===== src/rtl/mips_isa_pkg.sv =====
// Shared MIPS encoding constants: instruction classes, opcodes, FIFO sizing
// and the word-formatting helpers used by instr_encoder_mips.
package mips_isa_pkg;

   typedef enum logic [2:0] {
      KIND_R    = 3'd0,
      KIND_ADDI = 3'd1,
      KIND_LW   = 3'd2,
      KIND_SW   = 3'd3,
      KIND_BEQ  = 3'd4,
      KIND_J    = 3'd5
   } kind_e;

   typedef enum logic {
      ST_IDLE  = 1'b0,
      ST_WRITE = 1'b1
   } wr_state_e;

   localparam logic [5:0] OP_RALU = 6'b000000;
   localparam logic [5:0] OP_ADDI = 6'b001000;
   localparam logic [5:0] OP_LW   = 6'b100011;
   localparam logic [5:0] OP_SW   = 6'b101011;
   localparam logic [5:0] OP_BEQ  = 6'b000100;
   localparam logic [5:0] OP_J    = 6'b000010;

   localparam int WORD_W     = 32;
   localparam int FIFO_DEPTH = 4;
   localparam int FIFO_CNT_W = $clog2(FIFO_DEPTH + 1);

   // Codes 6 and 7 have no instruction class.
   function automatic logic kind_is_valid(input logic [2:0] kind);
      return kind <= KIND_J;
   endfunction

   function automatic logic [WORD_W-1:0] encode_word(
      input logic [2:0]  kind,
      input logic [4:0]  rs,
      input logic [4:0]  rt,
      input logic [4:0]  rd,
      input logic [5:0]  funct,
      input logic [15:0] imm,
      input logic [25:0] target
   );
      case (kind)
         KIND_R:    return {OP_RALU, rs, rt, rd, 5'b00000, funct};
         KIND_ADDI: return {OP_ADDI, rs, rt, imm};
         KIND_LW:   return {OP_LW, rs, rt, imm};
         KIND_SW:   return {OP_SW, rs, rt, imm};
         KIND_BEQ:  return {OP_BEQ, rs, rt, imm};
         KIND_J:    return {OP_J, target};
         default:   return '0;
      endcase
   endfunction

endpackage


===== src/rtl/instr_fifo_mips.sv =====
// Parameterised synchronous FIFO with occupancy count; rdata reads as zero
// while empty so the head can drive an output bus directly.
module instr_fifo_mips #(
   parameter int WIDTH = 32,
   parameter int DEPTH = 4
) (
   input  logic                       clk,
   input  logic                       rst_n,
   input  logic                       push,
   input  logic                       pop,
   input  logic [WIDTH-1:0]           wdata,
   output logic [WIDTH-1:0]           rdata,
   output logic                       full,
   output logic                       empty,
   output logic [$clog2(DEPTH+1)-1:0] count
);

   localparam int PW = (DEPTH > 1) ? $clog2(DEPTH) : 1;
   localparam int CW = $clog2(DEPTH + 1);

   logic [WIDTH-1:0] mem [DEPTH];
   logic [PW-1:0]    wr_ptr;
   logic [PW-1:0]    rd_ptr;
   logic             do_push;
   logic             do_pop;

   function automatic logic [PW-1:0] next_ptr(input logic [PW-1:0] p);
      return (p == PW'(DEPTH - 1)) ? '0 : p + 1'b1;
   endfunction

   assign full    = (count == CW'(DEPTH));
   assign empty   = (count == '0);
   assign do_push = push && !full;
   assign do_pop  = pop && !empty;
   assign rdata   = empty ? '0 : mem[rd_ptr];

   // NOTE: storage has no reset; the pointers and count alone define validity.
   always_ff @(posedge clk) begin
      if (do_push) mem[wr_ptr] <= wdata;
   end

   always_ff @(posedge clk or negedge rst_n) begin
      if (!rst_n) begin
         wr_ptr <= '0;
         rd_ptr <= '0;
         count  <= '0;
      end else begin
         if (do_push) wr_ptr <= next_ptr(wr_ptr);
         if (do_pop)  rd_ptr <= next_ptr(rd_ptr);
         case ({do_push, do_pop})
            2'b10:   count <= count + 1'b1;
            2'b01:   count <= count - 1'b1;
            default: count <= count;
         endcase
      end
   end

endmodule


===== src/rtl/instr_encoder_mips.sv =====
// MIPS instruction encoder: requests are encoded, queued, and written to
// instruction memory. Define INSTR_ENC_DEST_CHECK_EN to reject zero destinations.
module instr_encoder_mips
   import mips_isa_pkg::*;
(
   input  logic                i_clk,
   input  logic                i_reset_n,
   input  logic                i_valid,
   output logic                o_ready,
   input  logic [2:0]          i_kind,
   input  logic [4:0]          i_rs,
   input  logic [4:0]          i_rt,
   input  logic [4:0]          i_rd,
   input  logic [5:0]          i_funct,
   input  logic [15:0]         i_imm,
   input  logic [25:0]         i_target,
   input  logic                i_base_load,
   input  logic [7:0]          i_base_addr,
   output logic                o_mem_we,
   output logic [7:0]          o_mem_addr,
   output logic [WORD_W-1:0]   o_mem_wdata,
   input  logic                i_mem_ack,
   output logic                o_err,
   output logic                o_wrapped,
   output logic                o_busy
);

   wr_state_e             state;
   logic [7:0]            addr;
   logic [WORD_W-1:0]     enc_word;
   logic [FIFO_CNT_W-1:0] count;
   logic                  legal;
   logic                  accept;
   logic                  push;
   logic                  pop;
   logic                  full;
   logic                  empty;

   // NOTE: legal gets its default before any override so no latch is inferred.
   always_comb begin
      legal = kind_is_valid(i_kind);
`ifdef INSTR_ENC_DEST_CHECK_EN
      if (i_kind == KIND_R && i_rd == 5'd0) legal = 1'b0;
      if ((i_kind == KIND_ADDI || i_kind == KIND_LW) && i_rt == 5'd0) legal = 1'b0;
`endif
   end

   assign enc_word = encode_word(i_kind, i_rs, i_rt, i_rd, i_funct, i_imm, i_target);
   assign o_ready  = !full;
   assign accept   = i_valid && o_ready;
   assign push     = accept && legal;
   assign pop      = (state == ST_WRITE) && i_mem_ack;

   instr_fifo_mips #(
      .WIDTH (WORD_W),
      .DEPTH (FIFO_DEPTH)
   ) u_fifo (
      .clk   (i_clk),
      .rst_n (i_reset_n),
      .push  (push),
      .pop   (pop),
      .wdata (enc_word),
      .rdata (o_mem_wdata),
      .full  (full),
      .empty (empty),
      .count (count)
   );

   assign o_mem_addr = addr;
   assign o_busy     = !empty;

   // NOTE: all state updates use <= so every branch sees pre-edge values.
   always_ff @(posedge i_clk or negedge i_reset_n) begin
      if (!i_reset_n) begin
         state     <= ST_IDLE;
         o_mem_we  <= 1'b0;
         addr      <= 8'h00;
         o_err     <= 1'b0;
         o_wrapped <= 1'b0;
      end else begin
         if (accept && !legal) o_err <= 1'b1;
         case (state)
            ST_IDLE: begin
               if (i_base_load && empty) addr <= i_base_addr;
               // Entering WRITE on the push itself gives single-cycle latency.
               if (push || !empty) begin
                  state    <= ST_WRITE;
                  o_mem_we <= 1'b1;
               end
            end
            ST_WRITE: begin
               if (i_mem_ack) begin
                  addr <= addr + 8'd1;
                  if (addr == 8'hFF) o_wrapped <= 1'b1;
                  if (count == FIFO_CNT_W'(1) && !push) begin
                     state    <= ST_IDLE;
                     o_mem_we <= 1'b0;
                  end
               end
            end
            default: begin
               state    <= ST_IDLE;
               o_mem_we <= 1'b0;
            end
         endcase
      end
   end

endmodule


===== config.mk =====
export PLATFORM = sky130hd
export DESIGN_NAME = instr_encoder_mips
export DESIGN_NICKNAME = d
export VERILOG_FILES = /design/src/rtl/mips_isa_pkg.sv /design/src/rtl/instr_fifo_mips.sv /design/src/rtl/instr_encoder_mips.sv
export SDC_FILE = /design/constraint.sdc
export NUM_CORES = 1
export LEC_CHECK = 0
export BUFFER_PORTS_ARGS = -buffer_cell sky130_fd_sc_hd__buf_4
export CAP_MARGIN = 10
export CORE_ASPECT_RATIO = 1.5
export CORE_MARGIN = 1.5
export CORE_UTILIZATION = 40
export CTS_BUF_LIST = sky130_fd_sc_hd__clkbuf_8 sky130_fd_sc_hd__clkbuf_16
export CTS_CLUSTER_SIZE = 12
export DETAILED_ROUTE_END_ITERATION = 6
export HOLD_SLACK_MARGIN = 0.15
export MAX_ROUTING_LAYER = met4
export PLACE_DENSITY_LB_ADDON = 0.05
export SKIP_CTS_REPAIR_TIMING = 1
export SLEW_MARGIN = 5
export SYNTH_ARGS = -nofsm -noshare
export SYNTH_HDL_FRONTEND = slang
export SYNTH_SLANG_ARGS = --single-unit

===== constraint.sdc =====
create_clock -name i_clk -period 5.4 [get_ports i_clk]
set_clock_uncertainty 0.1 [all_clocks]
set_input_delay 1.08 -clock i_clk [delete_from_list [all_inputs] [get_ports i_clk]]
set_output_delay 1.08 -clock i_clk [all_outputs]
set_load 0.1 [all_outputs]

==> impl_metrics.toml <==
[finish]
multi_input_area_um2 = 2162
drive_gt1_share_pct = 34.90
final_util_pct = 50.63
final_cells = 779
nets = 650
areaGrowthSynthToFinish_pct = 24.94
insertedDiodeCount = 0
ff_latch_area_um2 = 4080
fillers = 1436

[hold_path]
whs_path_depth = 1
worstHoldStart = "o_err"
hold_path_class = "register to register"
hold_end = "o_err"

[synth]
ys_seq_area_share_pct = 62.45
synth_cell_types = 49
syn-num-nets = 536
yosys_warnings = 0
syn-cell-area_um2 = 6531
ys_async_sr_fraction_pct = 13.67
netlist_top_cells_area = "edfxtp_1 (55%), mux4_2 (10%), dfrtp_1 (7.3%), nor2b_1 (3.3%), a221o_1 (2.1%)"
ys_seq_elements = 139
synth-main-ff-cell = "edfxtp_1"
synth_top_area_cell = "edfxtp_1"
synth_edf_count = 120
synthesis.instances = 446
synth_area_per_cell_um2 = 14.64
synth_top_area_share_pct = 55.17

[sta]
timing.fmax_mhz = 258.8
period_share_pct = 71.55
setup_tns_ns = 0
period_needed_ns = 3.863
final-setup-viol-count = 0
rsz0062_at_grt = "false"
worstMarginPinSlew_ns = 0.9633
relSlewSlack_pct = 35.65
finalMaxSlewViolations = 0
hold_violations = 0

[detailed_routing]
drc = 0
wl_per_cell_um = 19.03
first_pass_iters = 7
drt-initial-drc-count = 193
detail-route-antenna-nets = 0
route.vias.total = 4147
viasPerCell = 5.323
routed_wl_um = 14830

[clock_tree]
clk_latency_ns = 0.41
root_buffer = "clkbuf_16"
cts.sink_count = 139
cts_buffers = 17
cts_tree = "built"
cts_buffer_depth = 2
path_clk_slew_ns = 0.06
h-tree-depth = 4

[status]
status = "finished, final reports clean"

[placed_design]
dp_hpwl_um = 9628
port_buffers = 122
gp_congestion = 0.7931
dpl.cell_count = 747

[setup_path]
rrSetupSlack_ns = 2.66
worstPathCellList = "buf_4 > mux4_2 > nor2b_1 > buf_4"
critical_path_class = "register to output port"
cp_slowest_stage_delay_ns = 0.95
crit_required_ns = 4.22
end_kind = "output port"
reg2reg_from = "u_fifo.count[0]"
r2r_cells = 8
crit_path_start_kind = "register"
worstPathMaxFanout = 27
cpMaxStageDelayCell = "dfrtp_2"
regToRegEndpoint = "u_fifo.count[2]"
critPathMostFrequentCell = "buf_4"
cp.arrival_ns = 2.68

[flow_run]
maxCapViolCount = 0

[floorplan]
die_height_um = 159.5
start_util_pct = 40.52
placeableCoreArea_um2 = 16120
chipWidth_um = 107.3
io_pins = 124
fp.dieArea_um2 = 17120
rows = 57

[global_route]
antenna_found_initial = 0
overflow = 0
grt_max_degree = 44
first_global_vias = 4277
track_usage_pct = 18.59
grt_pass1_wl_um = 22870
## cell usage in the layout, fill, tap and decap left out, types with 4 or more instances in the layout
cell,count
dfrtp_1,18
and2_2,4
a211oi_1,4
a22o_1,5
edfxtp_1,120
inv_6,6
nor2b_1,33
inv_1,36
o22ai_1,9
nand2_1,28
mux2i_1,13
ha_1,11
a2bb2oi_1,9
buf_4,125
a21oi_1,5
o21ai_0,20
mux4_2,30
a221o_1,14
clkbuf_16,17
nor2_1,15
## cell type report
type / instances / share of cell area, %
tap: 206 / 3.159
clock inverter: 15 / 1.978
sequential: 139 / 50.00
timing repair buffer: 125 / 11.50
multi-input combinational: 241 / 26.49
inverter: 36 / 1.656
clock buffer: 17 / 5.213
## cell usage after synthesis, drive strengths merged, types with 2 or more instances
cell and n:
buf 22, and3 3, ha 11, nor2b 36, o21ai 20, and4 2, a221o 14, or2 2
a211oi 4, dfrtp 19, xor2 2, clkbuf 8, nor2 15, nand2 28, inv 36, o22ai 9
a41o 3, edfxtp 120, nand3 3, mux2 3, and2 5, a22o 5, a2bb2oi 9, xnor2 2
mux4 30, mux2i 13, a21oi 6
## metal layers
metal  global-route usage (%)  vias up  part of all wire [%]
met1                    20.95     2071                    39
met5                        -        -                     0
li1                         -     1929                     -
met2                    32.72      133                    54
met3                    3.807       14                   5.1
met4                    5.861        0                   1.2
## worst max path at each step
stage                     startpoint              end  slack (ns)
floorplan            u_fifo.count[0]  o_mem_wdata[31]        1.26
global placement    u_fifo.rd_ptr[0]  o_mem_wdata[15]        1.89
detailed placement  u_fifo.rd_ptr[0]  o_mem_wdata[15]        1.88
CTS                 u_fifo.rd_ptr[0]  o_mem_wdata[15]        1.42
global route        u_fifo.rd_ptr[0]  o_mem_wdata[15]        1.30
finish              u_fifo.rd_ptr[0]  o_mem_wdata[15]        1.54
## cells by family (layout without fill, tap and decap cells)
family / Yosys count / in the layout / synth area share [%]
flip-flops: 139 / 139 / 62.45
AND/OR/NAND/NOR: 101 / 101 / 8.429
AO/OA/AOI/OAI: 78 / 78 / 8.927
buffers and inverters: 66 / 193 / 4.636
multiplexers: 46 / 46 / 12.85
adder cells (fa/ha/maj): 11 / 11 / 2.107
XOR/XNOR: 4 / 4 / 0.5365
other: 1 / 1 / 0.05742
## critical path, delay by kind of cell (launching register included)
family	cells	cell delay, ns
buffers and inverters	2	0.62
DFF	1	0.95
muxes	1	0.52
and+or+nand+nor	1	0.16
## sequential cells by signal, summed over array words and instances, names as in the netlist
register       count
u_fifo.rd_ptr      2
o_wrapped          1
o_mem_addr         8
o_mem_we           1
u_fifo.mem       120
u_fifo.wr_ptr      2
state              1
u_fifo.count       3
o_err              1
## stage by stage
stage | setup WS [ns] | instance area [um2] | hold slack, ns
after floorplan | 1.264 | 6531 | 0.3751
after global placement | 1.891 | 7574 | 0.3667
after detailed placement | 1.880 | 7574 | 0.3729
after CTS | 1.415 | 8160 | 0.3859
after global routing | 1.303 | 8160 | 0.4061
final | 1.537 | 8160 | 0.3765
Power is not shown: default switching activity piles up to over one toggle a cycle in this logic, so the estimate is an artifact.
